==> src/rtl/apb_master.sv <==
// APB master bridging a simple command/response port onto one APB slave (PSEL0).
// Define APB_MASTER_TIMEOUT_EN to abort ACCESS after TIMEOUT_CYCLES wait states.
module apb_master #(
    parameter int unsigned TIMEOUT_CYCLES = 16
) (
    input  logic        PCLK,
    input  logic        PRESET,
    input  logic        cmd_valid,
    output logic        cmd_ready,
    input  logic        cmd_write,
    input  logic        cmd_addr,
    input  logic [15:0] cmd_wdata,
    input  logic [1:0]  cmd_strb,
    input  logic [2:0]  cmd_prot,
    output logic        rsp_valid,
    output logic [15:0] rsp_rdata,
    output logic        rsp_err,
    output logic        PSEL0,
    output logic        PENABLE,
    output logic        PWRITE,
    output logic        PADDR,
    output logic [15:0] PWDATA,
    output logic [2:0]  PPROT,
    output logic [1:0]  PSTRB,
    input  logic [15:0] PRDATA,
    input  logic        PREADY,
    input  logic        PSLVERR
);

    typedef enum logic [1:0] {IDLE = 2'd0, SETUP = 2'd1, ACCESS = 2'd2} state_t;

    state_t      state_reg, state_next;
    logic        cmd_ready_reg, cmd_ready_next;
    logic        psel_reg, psel_next;
    logic        penable_reg, penable_next;
    logic        pwrite_reg, pwrite_next;
    logic        paddr_reg, paddr_next;
    logic [15:0] pwdata_reg, pwdata_next;
    logic [2:0]  pprot_reg, pprot_next;
    logic [1:0]  pstrb_reg, pstrb_next;
    logic        rsp_valid_reg, rsp_valid_next;
    logic [15:0] rsp_rdata_reg, rsp_rdata_next;
    logic        rsp_err_reg, rsp_err_next;

`ifdef APB_MASTER_TIMEOUT_EN
    // Abort fires on the edge that ends the TIMEOUT_CYCLES-th consecutive wait state.
    localparam logic [7:0] TMO_LAST = 8'(TIMEOUT_CYCLES - 1);
    logic [7:0] tmo_cnt_reg, tmo_cnt_next;
`else
    logic unused_timeout_param;
    assign unused_timeout_param = ^8'(TIMEOUT_CYCLES);
`endif

    always_comb begin
        state_next     = state_reg;
        cmd_ready_next = cmd_ready_reg;
        psel_next      = psel_reg;
        penable_next   = penable_reg;
        pwrite_next    = pwrite_reg;
        paddr_next     = paddr_reg;
        pwdata_next    = pwdata_reg;
        pprot_next     = pprot_reg;
        pstrb_next     = pstrb_reg;
        rsp_valid_next = 1'b0;
        rsp_rdata_next = rsp_rdata_reg;
        rsp_err_next   = rsp_err_reg;
`ifdef APB_MASTER_TIMEOUT_EN
        tmo_cnt_next   = tmo_cnt_reg;
`endif
        case (state_reg)
            IDLE: begin
                cmd_ready_next = 1'b1;
                if (cmd_valid && cmd_ready_reg) begin
                    state_next     = SETUP;
                    cmd_ready_next = 1'b0;
                    psel_next      = 1'b1;
                    penable_next   = 1'b0;
                    pwrite_next    = cmd_write;
                    paddr_next     = cmd_addr;
                    pprot_next     = cmd_prot;
                    pwdata_next    = cmd_write ? cmd_wdata : 16'h0000;
                    pstrb_next     = cmd_write ? cmd_strb : 2'b00;
                end
            end
            SETUP: begin
                state_next   = ACCESS;
                penable_next = 1'b1;
`ifdef APB_MASTER_TIMEOUT_EN
                tmo_cnt_next = 8'd0;
`endif
            end
            ACCESS: begin
                if (PREADY) begin
                    state_next     = IDLE;
                    cmd_ready_next = 1'b1;
                    psel_next      = 1'b0;
                    penable_next   = 1'b0;
                    rsp_valid_next = 1'b1;
                    rsp_err_next   = PSLVERR;
                    rsp_rdata_next = pwrite_reg ? 16'h0000 : PRDATA;
`ifdef APB_MASTER_TIMEOUT_EN
                    tmo_cnt_next   = 8'd0;
                end else if (tmo_cnt_reg == TMO_LAST) begin
                    state_next     = IDLE;
                    cmd_ready_next = 1'b1;
                    psel_next      = 1'b0;
                    penable_next   = 1'b0;
                    rsp_valid_next = 1'b1;
                    rsp_err_next   = 1'b1;
                    rsp_rdata_next = 16'h0000;
                    tmo_cnt_next   = 8'd0;
                end else begin
                    tmo_cnt_next   = tmo_cnt_reg + 8'd1;
`endif
                end
            end
            default: begin
                state_next     = IDLE;
                cmd_ready_next = 1'b0;
                psel_next      = 1'b0;
                penable_next   = 1'b0;
            end
        endcase
    end

    always_ff @(posedge PCLK) begin
        if (PRESET) begin
            state_reg     <= IDLE;
            cmd_ready_reg <= 1'b0;
            psel_reg      <= 1'b0;
            penable_reg   <= 1'b0;
            pwrite_reg    <= 1'b0;
            paddr_reg     <= 1'b0;
            pwdata_reg    <= 16'h0000;
            pprot_reg     <= 3'b000;
            pstrb_reg     <= 2'b00;
            rsp_valid_reg <= 1'b0;
            rsp_rdata_reg <= 16'h0000;
            rsp_err_reg   <= 1'b0;
`ifdef APB_MASTER_TIMEOUT_EN
            tmo_cnt_reg   <= 8'd0;
`endif
        end else begin
            state_reg     <= state_next;
            cmd_ready_reg <= cmd_ready_next;
            psel_reg      <= psel_next;
            penable_reg   <= penable_next;
            pwrite_reg    <= pwrite_next;
            paddr_reg     <= paddr_next;
            pwdata_reg    <= pwdata_next;
            pprot_reg     <= pprot_next;
            pstrb_reg     <= pstrb_next;
            rsp_valid_reg <= rsp_valid_next;
            rsp_rdata_reg <= rsp_rdata_next;
            rsp_err_reg   <= rsp_err_next;
`ifdef APB_MASTER_TIMEOUT_EN
            tmo_cnt_reg   <= tmo_cnt_next;
`endif
        end
    end

    assign cmd_ready = cmd_ready_reg;
    assign PSEL0     = psel_reg;
    assign PENABLE   = penable_reg;
    assign PWRITE    = pwrite_reg;
    assign PADDR     = paddr_reg;
    assign PWDATA    = pwdata_reg;
    assign PPROT     = pprot_reg;
    assign PSTRB     = pstrb_reg;
    assign rsp_valid = rsp_valid_reg;
    assign rsp_rdata = rsp_rdata_reg;
    assign rsp_err   = rsp_err_reg;

endmodule

==> config.mk <==
export PLATFORM = sky130hd
export DESIGN_NAME = apb_master
export DESIGN_NICKNAME = d
export VERILOG_FILES = /design/src/rtl/apb_master.sv
export SDC_FILE = /design/constraint.sdc
export NUM_CORES = 1
export LEC_CHECK = 0
export CAP_MARGIN = 20
export CORE_UTILIZATION = 39
export DETAILED_ROUTE_END_ITERATION = 10
export PLACE_DENSITY = 0.79
export SYNTH_ARGS = -nofsm -noshare
export SYNTH_HDL_FRONTEND = slang
export SYNTH_SLANG_ARGS = --single-unit
==> constraint.sdc <==
create_clock -name PCLK -period 1.6 [get_ports PCLK]
set_input_delay 0.32 -clock PCLK [delete_from_list [all_inputs] [get_ports PCLK]]
set_output_delay 0.32 -clock PCLK [all_outputs]
set_load 0.02 [all_outputs]
* Word-level counts from Yosys, hierarchy flattened *
Index checks and enable logic that the tools add are counted.

word-level totals
  register bits = 46
  input port bits = 44
  output and inout bits = 44

operators by class
  reduce and logical (&&, ||, !) cells = 8
  bitwise gates (word level) = 2
  eq/ne operators = 4
  multiplexer cells = 15

operators with widths
  cell                                                              number
  16-bit two-way mux                                                2
  1-bit case mux with 3 select lines                                3
  2-bit AND reduction                                               4
  1-bit two-way mux                                                 6
  2-bit two-way mux                                                 3
  2-bit case mux with 3 select lines                                1
  2-bit != test (second input constant)                             2
  3-bit AND reduction                                               1
  2-bit by 1-bit == test with 1-bit output (second input constant)  1
  2-bit == test (second input constant)                             1
  2-bit zero test                                                   1
  1-bit NOT                                                         2
  2-bit OR reduction                                                1
  1-bit logical AND                                                 1

* Logic depth before layout (Yosys ltp) *
  depth in word-level cells = 3
  gate-level depth with buffers = 6

* Least setup slack after synthesis *
No wires, ideal clock.

  kind = register -> register
  start point = reg PENABLE (netlist name)
  end point = reg rsp_rdata_reg[10], in the netlist rsp_rdata[10]
  clock period less this slack = 1.336 ns
  stages on the path, launching flop included = 7
  arrival = 1.265 ns
  setup time = 0.071 ns
  buffers on the path = 3
  setup slack = 0.264 ns
  cell sequence = dfxtp_1 buf_6 and3b_1 buf_2 buf_2 nand3b_1 a21oi_1

RTL lines
  item                    RTL line  source
  end signal: assignment  154       rsp_rdata_reg <= rsp_rdata_next;
  end: declaration        42        logic [15:0] rsp_rdata_reg, rsp_rdata_next;

* Final worst setup path *
  start point = reg pprot_reg[2], in the netlist PPROT[2]
  end point = out PPROT[2]

RTL lines
  item                      RTL line  source
  start: declaration        39        logic [2:0] pprot_reg, pprot_next;
  start signal: assignment  151       pprot_reg <= pprot_next;
  end: declaration          23        output logic [2:0] PPROT,

No word-level cell between the ends.

==> impl_metrics.env <==
export IMPL_status="finished clean"
export IMPL_final_net_count=332
export IMPL_crit_type="reg -> out"
export IMPL_critical_path_max_fanout=2
export IMPL_antenna_found_initial=0
export IMPL_clk_root_buffer_cell="clkbuf_8"
export IMPL_crit_slowest_cell="clkdlybuf4s50_1"
export IMPL_cts_buffers=5
export IMPL_synth_seq_area_share=0.534
export IMPL_finalInstanceArea_um2=2820
export IMPL_final_period_utilization=0.974
export IMPL_regArea_um2=901
export IMPL_n_fill_cell=356
export IMPL_family_with_the_most_delay_on_the_worst_path="buffers and inverters"
export IMPL_dominant_cell_by_count_in_the_synthesized_netlist="nand2_1"
export IMPL_unrepaired_setup_endpoints_after_global_routing="no"
export IMPL_max_stage_delay_ns=0.61
export IMPL_start_kind="register"
export IMPL_post_synth_xor_xnor_area=0
export IMPL_place_detailed_hpwl_um=3020
export IMPL_netlist_cell_type_count=17
export IMPL_power_net_switching_mw=0.533
export IMPL_worstHoldPathType="reg -> reg"
export IMPL_crit_buf_inv=1
export IMPL_synth_warning_count=0
export IMPL_top_level_ports=88
export IMPL_count_of_maximum_capacitance_violations=0
export IMPL_portBuffers=87
export IMPL_detail_route_first_pass_iterations=4
export IMPL_crit_path_cell_trace="clkdlybuf4s50_1"
export IMPL_min_period_ns=1.56
export IMPL_synth_async_sr_flop_share=0
export IMPL_critPathRequiredTime_ns=1.28
export IMPL_report_final_hold_viol_count=0
export IMPL_dieWidth_um=67.8
export IMPL_timing_reg2reg_setup_slack_ns=0.26
export IMPL_synth_compound_area_frac=0.136
export IMPL_power_density_nw_per_um2=830
export IMPL_multiInputGateArea_um2=694
export IMPL_power_static_leakage_nw=1.42
export IMPL_place_gp_congestion=0.735
export IMPL_cts_htree_levels=2
export IMPL_total_global_routing_track_utilization=0.203
export IMPL_design_die_area_um2=4590
export IMPL_power_switching_fraction=0.228
export IMPL_area_share_of_the_largest_cell_type_after_synthesis=0.534
export IMPL_p_total_mw=2.34
export IMPL_synth_simple_area_share=0.260
export IMPL_post_route_drc_count=0
export IMPL_synth_largest_area_cell="dfxtp_1"
export IMPL_main_combinational_cell_family_by_area_after_synthesis="simple AND/OR/NAND/NOR gates"
export IMPL_initial_utilization=0.413
export IMPL_p_int_mw=1.81
export IMPL_layout_drive_gt1_share=0.0729
export IMPL_endpoint_kind="primary output"
export IMPL_tritoncts="built"
export IMPL_power_share_clock=0.347
export IMPL_critPathArrivalTime_ns=1.24
export IMPL_timing_final_max_slew_violations=0
export IMPL_fin_worst_skew_ns=0.00194
export IMPL_route_antenna_remaining_nets=0
export IMPL_clk_pin_slew_worst_paths_ns=0.08
export IMPL_syn_mean_instance_area_um2=8.48
export IMPL_fmax_mhz=641
export IMPL_synth_top_cells_by_count="46 x nand2_1, 45 x dfxtp_1, 43 x a21oi_1, 18 x nand3_1, 17 x nand3b_1"
export IMPL_antennaDiodeCount=0
export IMPL_syn_cell_area_um2=1690
export IMPL_vias_per_cell=4.97
export IMPL_drt_wl_total_um=4300
export IMPL_post_synth_fa_ha_maj_area_fraction=0
export IMPL_cts_max_path_buffers=2
export IMPL_synth_fp_nets=243
export IMPL_final_setup_viol_count=0
export IMPL_avgRoutedWirePerCell_um=12.7
export IMPL_worst_supply_voltage_drop_on_vdd_v=0.000578
export IMPL_grt_first_pass_wirelength_um=6940
export IMPL_ctsResizeCount=3
export IMPL_slew_limit_headroom=0.792
export IMPL_clkLatencyLatePin_ns=0.29
export IMPL_layout_area_overhead_vs_synth_pct=66.9
export IMPL_grt_max_degree=26
export IMPL_clkSinkCount=45
export IMPL_drtIter0Drc=47
export IMPL_grt_overflow_total=0
export IMPL_vias=1680
export IMPL_first_global_vias=1617
export IMPL_place_area_um2=2660
export IMPL_worstMarginPinSlew_ns=0.312
export IMPL_power_frac_seq=0.501
export IMPL_postSynthCellCount=199
export IMPL_rows=23
export IMPL_synth_enable_flop_cells=0
export IMPL_post_cts_buffers=0
export IMPL_cts_hold_buffers=0
export IMPL_core_area_um2=4090
export IMPL_synth_area_mux_share=0.00593
export IMPL_p_comb_frac=0.152
export IMPL_ff_latch_count_synth=45
export IMPL_yosys_top_cells_area="dfxtp_1 53%, a21oi_1 13%, nand2_1 10%"
export IMPL_die_height_um=67.8
export IMPL_synth_top_flop_cell="dfxtp_1"
[power groups by stage]
stage                     sequential, mW  combinational, mW  clock [mW]
after floorplan                     1.24              0.113           0
after global placement              1.20              0.360           0
after detailed placement            1.20              0.362           0
after CTS                           1.17              0.363       0.841
after global routing                1.18              0.384       0.890
final                               1.17              0.355       0.812
[placed cells by master, fill, tap and decap left out]
cell type        instances
a21oi_1                 43
and3b_1                  1
buf_12                   2
buf_4                   11
bufinv_16                1
clkbuf_8                 5
clkdlybuf4s50_1         59
clkinv_2                 1
dfxtp_1                 45
dlygate4sd2_1            3
dlymetal6s2s_1          25
inv_1                    1
mux2i_1                  1
nand2_1                 46
nand3_1                 18
nand3b_1                17
nand4bb_1                1
nor2_1                   5
nor4bb_4                 1
o211a_1                  1
o21ai_0                  1
[metal layers]
metal	global-route usage	vias up	part of all wire
met1	0.215	758	0.41
li1	-	845	-
met4	0.0469	0	0.0093
met3	0.101	6	0.11
met5	0	-	0
met2	0.359	71	0.46
[cells by family (layout without fill, tap and decap cells)]
logic type,Yosys count,in the layout
AO/OA/AOI/OAI,45,45
buffers and inverters,19,108
multiplexers,1,1
flip-flops,45,45
AND/OR/NAND/NOR,89,89
[path summary, 6_finish.rpt]
check / startpoint / endpoint / depth (start not counted)
max reg2reg: PENABLE$_SDFFE_PP0P_ / PWDATA[10]$_SDFFE_PP0P_ / 5
min reg2reg: rsp_rdata[6]$_SDFFE_PP0P_ / rsp_rdata[6]$_SDFFE_PP0P_ / 2
max: PPROT[2]$_SDFFE_PP0P_ / PPROT[2] / 1
min: rsp_rdata[6]$_SDFFE_PP0P_ / rsp_rdata[6]$_SDFFE_PP0P_ / 2
[cell type report]
cell class / instances / area share
well taps: 50 / 0.0222
inverters: 1 / 0.00133
clock buffers: 5 / 0.0244
flip-flops and latches: 45 / 0.320
repair buffers: 100 / 0.373
multi-input cells: 135 / 0.246
clock inverters: 2 / 0.0124
[stage by stage]
stage	setup WS, ns	hold slack (ns)	utilization	instances	TNS, ns
floorplan	0.264	0.456	-	199	0
global placement	-0.0357	0.437	0.650	331	-0.334
detailed placement	-0.0716	0.444	0.650	331	-0.862
CTS	0.0162	0.453	0.674	338	0
global route	0.000831	0.473	0.690	338	0
finish	0.0411	0.449	0.690	338	0
No activity file was read; power rests on OpenSTA's default activity.
